## config.mk

```make
export PLATFORM = sky130hd
export DESIGN_NAME = instruction_sequencer
export DESIGN_NICKNAME = d
export VERILOG_FILES = /design/src/rtl/instruction_sequencer.sv
export SDC_FILE = /design/constraint.sdc
export NUM_CORES = 1
export LEC_CHECK = 0
export CAP_MARGIN = 20
export CORE_ASPECT_RATIO = 1.4
export CORE_MARGIN = 10
export CORE_UTILIZATION = 30
export DETAILED_ROUTE_END_ITERATION = 10
export HOLD_SLACK_MARGIN = 0.08
export PLACE_DENSITY = 0.44
export SLEW_MARGIN = 0
export SYNTH_ARGS = -nofsm -noshare
export SYNTH_HDL_FRONTEND = slang
export SYNTH_SLANG_ARGS = --single-unit
```

## constraint.sdc

```tcl
create_clock -name CLOCK50 -period 3.39 [get_ports CLOCK50]
set_input_delay 0.8475 -clock CLOCK50 [delete_from_list [all_inputs] [get_ports CLOCK50]]
set_output_delay 0.8475 -clock CLOCK50 [all_outputs]
set_load 0.005 [all_outputs]
```

## src/rtl/instruction_sequencer.sv

```systemverilog
// instruction_sequencer: records direction/torque instructions and plays them back
// one per step interval, with pause/resume, looping, undo, abort and auto-run.
module instruction_sequencer #(
  parameter int INSTR_W     = 4,
  parameter int DEPTH       = 8,
  parameter int STEP_CYCLES = 50_000_000,
  parameter int AUTO_RUN    = 1
) (
  input  logic                       CLOCK50,
  input  logic                       rst_n,
  input  logic                       save,
  input  logic                       execute,
  input  logic                       delete,
  input  logic                       clear,
  input  logic                       loop_en,
  input  logic [INSTR_W-1:0]         instr_in,
  output logic [INSTR_W-1:0]         instr_out,
  output logic                       instr_valid,
  output logic [$clog2(DEPTH)-1:0]   step_idx,
  output logic [$clog2(DEPTH+1)-1:0] count,
  output logic                       empty,
  output logic                       full,
  output logic                       running,
  output logic                       paused,
  output logic                       step_done,
  output logic                       seq_done
);
  localparam int IW = $clog2(DEPTH);
  localparam int CW = $clog2(DEPTH + 1);
  localparam int TW = $clog2(STEP_CYCLES);
  localparam logic [TW-1:0] RELOAD = TW'(STEP_CYCLES - 1);

  typedef enum logic [1:0] {IDLE, RUN, PAUSE} state_t;

  state_t             state, state_n;
  logic [INSTR_W-1:0] mem [DEPTH];
  logic [CW-1:0]      count_n;
  logic [IW-1:0]      idx_n;
  logic [TW-1:0]      timer, timer_n;
  logic               loop_q, we, load, last;

  assign last        = CW'(step_idx) + CW'(1) == count;
  assign empty       = count == '0;
  assign full        = count == CW'(DEPTH);
  assign running     = state == RUN;
  assign paused      = state == PAUSE;
  assign instr_valid = running;
  assign step_done   = running && timer == '0;
  // loop_en is registered so the wrap decision and seq_done never see a raw input
  assign seq_done    = step_done && last && !loop_q;

  always_comb begin
    state_n = state;
    count_n = count;
    idx_n   = step_idx;
    timer_n = timer;
    we      = 1'b0;
    load    = 1'b0;
    if (clear) begin
      state_n = IDLE;
      count_n = '0;
      idx_n   = '0;
      timer_n = '0;
    end else begin
      case (state)
        IDLE:
          if ((AUTO_RUN != 0 && full) || (execute && !empty)) begin
            state_n = RUN;
            idx_n   = '0;
            timer_n = RELOAD;
            load    = 1'b1;
          end else if (save) begin
            we      = !full;
            count_n = full ? count : count + CW'(1);
          end else if (delete && !empty) begin
            count_n = count - CW'(1);
          end
        RUN:
          // the pausing cycle still counts toward the step; a step paused at zero gets one more cycle
          if (execute) begin
            state_n = PAUSE;
            timer_n = step_done ? timer : timer - TW'(1);
          end else if (!step_done) begin
            timer_n = timer - TW'(1);
          end else if (!last || loop_q) begin
            idx_n   = last ? '0 : step_idx + IW'(1);
            timer_n = RELOAD;
            load    = 1'b1;
          end else begin
            state_n = IDLE;
            count_n = '0;
            idx_n   = '0;
          end
        PAUSE:   state_n = execute ? RUN : PAUSE;
        default: state_n = IDLE;
      endcase
    end
  end

  always_ff @(posedge CLOCK50 or negedge rst_n) begin
    if (!rst_n) begin
      state     <= IDLE;
      count     <= '0;
      step_idx  <= '0;
      timer     <= '0;
      loop_q    <= 1'b0;
      instr_out <= '0;
    end else begin
      state    <= state_n;
      count    <= count_n;
      step_idx <= idx_n;
      timer    <= timer_n;
      loop_q   <= loop_en;
      if (load) instr_out <= mem[idx_n];
    end
  end

  always_ff @(posedge CLOCK50) begin
    if (we) mem[IW'(count)] <= instr_in;
  end
endmodule

```

==> run metrics, run 1 <==
run status finished, final reports clean; P&R area growth vs syn 28.64%; # clock sinks a little over 70; initial core utilization 30.36%; # IOs 29; Setup Crit Path Kind reg2out; first-pass GRT wire length 19330 um; # diodes 0; post-layout power 3.888 mW; Mapped Area 0.004045 mm2; clk_lat worst skew 0.34 ns; Core Box Area 0.01333 mm2; Final Setup Violations 0; CTS tree done; maximum number of pins on one net before global-route repair 41; GRT overflow 0; fmax 0.3073 GHz; Pre-Repair DR Iteration Count 4; fin. max-slew vios 0; DRT iter0 DRCs 149; root buffer cell clkbuf_16; worst hold-check path type reg2reg; EDFF count, synth 32; post-DR vias/cell 5.091; DPL Wire Length 8662 um; max cap viols 0; PD cells roughly 750 mW/mm2; hold path startpoint timer[20]$_DFFE_PN0P_; ys async rst share 55.56%; cells after synthesis 401; syn_nets 418; Num CTS Buffers 9; P_leak roughly 2.1 nW; design area 0.005204 mm2; cell row count 50; fin crit period 3.254 ns; leading post-synthesis cells by cell area dfrtp_1 (25%), edfxtp_1 (24%), o21ai_0 (5.6%); Register-to-Register Setup Slack 0.51 ns; period utilization between 90 and 100%; Synth top area share 24.74%; cell with the most instances after synthesis nor2_1; number of global-route vias before repair 3525; Psw 1.429 mW; crit-path max FO 3; Yosys top cell by area dfrtp_1; Reg clk slew, reported paths 0.07 ns; syn avg cell area 10.09 um2; nature of the critical path endpoint primary output; Hold EP timer[20]$_DFFE_PN0P_; Switching Fraction 36.74%; Crit path required time roughly 2.5 ns; Die ar. 0.01859 mm2; relative slew slack a little over half; FF-to-FF path depth 9; placed inst area 0.004802 mm2; Seq pwr share around a third; worst vdd ir 0.3153 mV; final hold slack 0.4982 ns; Netlist cell types 74; Most used DFF post-synth dfrtp_1; clk buf depth 2; Placed Instances 638; worst r2r dst instr_out[2]$_DFFE_PN0P_; Synth Register Bits 72; sequential-to-total area share from yosys stat 48.50%; chip height 157.4 um; Critical Path Start Type flip-flop; initial antenna violation count 0; DRC viols 0; RePlAce Congestion ~0.79; DR WL/cell ~18 um; post-route clock skew around 0.0093 ns; hold buffers post-CTS 0; layout cells sized above 1 19.83%; RSZ-0062 raised after global routing no; yosys warns 0; Max H-tree Level 3; P_int roughly 2.5 mW; Hold Fails Final Rpt 0; Crit path arrival time between 2 and 2.5 ns; reg2reg start timer[4]$_DFFE_PN0P_; hold depth 2; WL final approximately 12000 um; Die Width 118.1 um; Routed Antenna Nets 0; Comb pwr share 41.0%; # nets final 486; gr usage total between 10% and 20%; clock group share of total power 27.0%; Worst Tran Pin Value 0.6893 ns; DR vias 3340; synth cell count leaders nor2_1 (50), o21ai_0 (45), dfrtp_1 (40), edfxtp_1 (32), a21oi_1 (23); final cell count without fillers 656; PortBufs 28
[power by group through the flow]
stage / combinational [mW] / sequential (mW) / clock (mW)
final: 1.60 / 1.24 / 1.05
after global routing: 1.79 / 1.27 / 1.12
after CTS: 1.59 / 1.23 / 1.07
after detailed placement: 1.58 / 1.25 / 0
after global placement: 1.57 / 1.25 / 0
after floorplan: 0.948 / 1.21 / 0
[layer usage]
layer	wire, um	part of all wire (%)	track usage, %	vias to the layer above
met2	6158	53	24.01	52
met1	4982	43	14.98	1632
met3	293	2.5	2.546	12
li1	-	-	-	1644
met5	0	0	0	-
met4	174	1.5	3.896	0
[worst max-delay path by stage]
stage | end | slack [ns] | from | cells past startpoint
2_1_floorplan | instr_out[2]$_DFFE_PN0P_ | 0.58 | execute | 8
3_3_place_gp | instr_out[3]$_DFFE_PN0P_ | -0.07 | execute | 9
3_5_place_dp | instr_out[2]$_DFFE_PN0P_ | -0.09 | execute | 9
4_1_cts | step_done | 0.04 | timer[0]$_DFFE_PN0P_ | 7
5_1_grt | step_done | 0.01 | timer[0]$_DFFE_PN0P_ | 7
6_report | step_done | 0.14 | timer[0]$_DFFE_PN0P_ | 7
[per-stage QoR]
step                      setup TNS [ns]  setup slack, ns  utilization [%]
after floorplan                        0           0.5780                -
after detailed placement         -0.2991         -0.08800            36.04
final                                  0           0.1360            39.05
after global placement           -0.1698         -0.07094            36.04
after global routing                   0          0.01051            39.05
after CTS                              0          0.04461            38.57
[logic make-up after synthesis]
group           synth area share [%]
simple gates                   20.11
compound gates                 19.52
flops                          48.50
buf+inv                        3.866
mux                            4.547
fa+ha+maj                      2.041
xor+xnor                       1.423
[critical path, cell delays in order, from the launching register on]
cell             delay (ns)
dfrtp_1                0.39
inv_1                  0.08
ha_1                   0.19
nor4b_4                0.22
nand4_1                0.14
or3_4                  0.41
nor2_2                 0.11
clkdlybuf4s50_1        0.51
[sequential cells by signal, summed over array words and instances (netlist names)]
register and flops:
loop_q 1, mem 32, instr_out 4, count 4, state 2, timer 26
step_idx 3
[what timing repair did]
| action | 4_1_cts | 5_1_grt |
|---|---|---|
| setup endpoints to repair | 2 | 1 |
| setup buffers | 0 | 1 |
| resized for setup | 3 | 5 |
| pin swaps | 0 | 1 |
[final cells by class]
cell class | instances | area, um2
clock buffer | 9 | 225.2
tap | 182 | 227.7
multi-input combinational | 295 | 1968
fill | 1318 | 8122
clock inverter | 7 | 101.3
inverter | 16 | 60.06
sequential | 72 | 1962
timing repair buffer | 75 | 659.4
[layout by cell type, fill, tap and decap left out, types with 3 or more instances in the layout]
master           netlist  layout
a21o_1                 5       5
nor4_2                 0       3
buf_4                  1      45
nand3_1                4       4
or3b_2                 3       3
or2_2                  3       3
ha_1                   5       5
edfxtp_1              32      32
dfrtp_1               40      40
a21oi_1               23      23
nand2b_1               7       7
clkdlybuf4s50_1        0      26
clkbuf_16              0       9
o21ai_0               45      45
a22o_1                 5       5
inv_1                 16      16
nor2b_1                5       5
mux2i_1               15      15
nor3_1                10      10
nor2_1                50      49
nand4b_1               3       3
nor4_1                13      10
mux2_2                 3       3
o211ai_1               4       4
o31ai_1                6       6
nand4_1                4       4
a221oi_1               3       3
xnor2_1                3       3
and2_1                 3       3
a31oi_1                6       6
nand2_1               15      15
or3_1                  4       3
No activity file was read; power rests on OpenSTA's default activity.
==> run 2: changes to the inputs <==
Settings changed: PLACE_DENSITY 0.44 to not set.
==> run 2 against run 1 <==
- largest power group unchanged
- count of clock-buffer cells in the layout is the same
- routed wire length decreased by 5.7%
- critical endpoint is now seq_done
- hold slack got worse by 0.011 ns
==> run metrics, run 2 (synthesis gave the netlist of run 1 again) <==
RSZ-0062 raised after global routing no; DRC viols 0; period utilization 93.21%; fillcell total 1315; most frequent cells in the layout nor2_1 (50), o21ai_0 (45), dfrtp_1 (40); CTS tree done; chip height 157.4 um; DR vias approximately 3400; final design utilization 38.07%; design area 0.005072 mm2; nature of the critical path endpoint primary output; Most flops, register mem; Critical Path Start Type flip-flop; fin. max-slew vios 0; CP max stage delay 0.43 ns; cell row count 50; Worst Tran Pin Value 0.9497 ns; Routed Antenna Nets 0; Crit path arrival time 2.31 ns; WL final 10950 um; clk_lat worst skew 0.33 ns; relative slew slack 36.68%; fin crit period 3.160 ns; Reg clk slew, reported paths around 0.060 ns; max cap viols 0; Core Box Area 0.01333 mm2; PortBufs 28; initial core utilization 30.36%; P&R area growth vs syn 25.39%; crit-path max FO 4; WP buf/inv 2; run status finished, final reports clean; GR peak layer met2; worst path cell trace inv_1 > ha_1 > nor4b_4 > nand4_1 > or3_4 > nor3_2 > dlygate4sd2_1; # IOs 29; Crit path required time 2.54 ns; CP delay by family, top simple AND/OR/NAND/NOR gates; P_leak 2.076 nW; # clock sinks 72; DRT iter0 DRCs 213; grt met2 use around a fifth; # diodes 0; worst hold-check path type reg2reg; max reg flops 32; maximum number of pins on one net before global-route repair 41; post-route clock skew between 0.005 and 0.006 ns; number of global-route vias before repair 3316; fmax around 0.32 GHz; GRT overflow 0; Die Width 118.1 um; Max H-tree Level 3; DR WL/cell 16.95 um; Setup Crit Path Kind reg2out; gr usage total 11.86%; initial antenna violation count 0; Die ar. roughly 0.019 mm2; RePlAce Congestion 0.9078; PD cells 742.3 mW/mm2; post-DR vias/cell 5.201; global-route met1 utilization 14.16%; # nets final 476; clk buf depth 2; biggest regs mem x32, timer x26; Pre-Repair DR Iteration Count 5; layout cells sized above 1 around 17%; worst vdd ir 0.3354 mV; first-pass GRT wire length ~18000 um; Final Setup Violations 0; placed inst area 0.004735 mm2; root buffer cell clkbuf_16; Slowest-stage cell, CP or3_4; Hold Fails Final Rpt 0; DPL Wire Length 8166 um; hold buffers post-CTS 0; met3 Track Usage GR between 2 and 3%; commonest non-fill, non-tap cell in the layout nor2_1; Num CTS Buffers 9
## run 2: where the power goes
group / internal (mW) / switching [mW]
Combinational: 0.692 / 0.859
Sequential: 1.08 / 0.173
Clock: 0.577 / 0.386
Total: 2.35 / 1.42
## run 2: layout make-up
class                           instances  area (um2)  area share (%)
Clock buffer                            9       225.2           4.440
Clock inverter                          7       78.83           1.554
Inverter                               16       60.06           1.184
Multi-Input combinational cell        295        1952           38.48
Sequential cell                        72        1962           38.68
Tap cell                              182       227.7           4.489
Timing Repair Buffer                   65       566.8           11.17
## run 2: what timing repair did
action,in CTS,in global routing
setup buffers,1,0
pin swaps,1,1
resized for setup,5,1
endpoints found under the setup margin,2,1
## run 2: layer usage
metal  share of wire (%)  vias up  wire length, um
met5                   0        -                0
met4                 2.0        0              221
met3                 3.8       12              414
met2                  52       89             5657
met1                  43     1634             4654
li1                    -     1625                -
## run 2: path summary, 6_finish.rpt
| kind | slack [ns] | depth (start not counted) | endpoint | from |
|---|---|---|---|---|
| max in group asynchronous | 2.13 | 1 | state[1]$_DFFE_PN0P_ | rst_n |
| min in group asynchronous | 0.66 | 1 | instr_out[2]$_DFFE_PN0P_ | rst_n |
| max | 0.23 | 7 | seq_done | timer[0]$_DFFE_PN0P_ |
| min reg2reg | 0.49 | 2 | instr_out[3]$_DFFE_PN0P_ | instr_out[3]$_DFFE_PN0P_ |
| min | 0.49 | 2 | instr_out[3]$_DFFE_PN0P_ | instr_out[3]$_DFFE_PN0P_ |
| max reg2reg | 0.48 | 10 | timer[22]$_DFFE_PN0P_ | timer[0]$_DFFE_PN0P_ |
## run 2: worst min-delay path: stages (launching register included)
cell and delay (ns):
dfrtp_1 0.35, nand2_1 0.05, o31ai_1 0.05
## run 2: through the flow
stage	worst slack, ns	std cells	power [mW]	TNS [ns]	hold slack, ns
finish	0.2303	646	3.765	0	0.4876
global route	0.06641	646	4.024	0	0.5116
CTS	0.008696	646	3.784	0	0.4902
detailed placement	-0.1062	629	2.788	-0.3594	0.4770
global placement	-0.04695	629	2.753	-0.08967	0.4801
floorplan	0.5780	401	2.159	0	0.4609
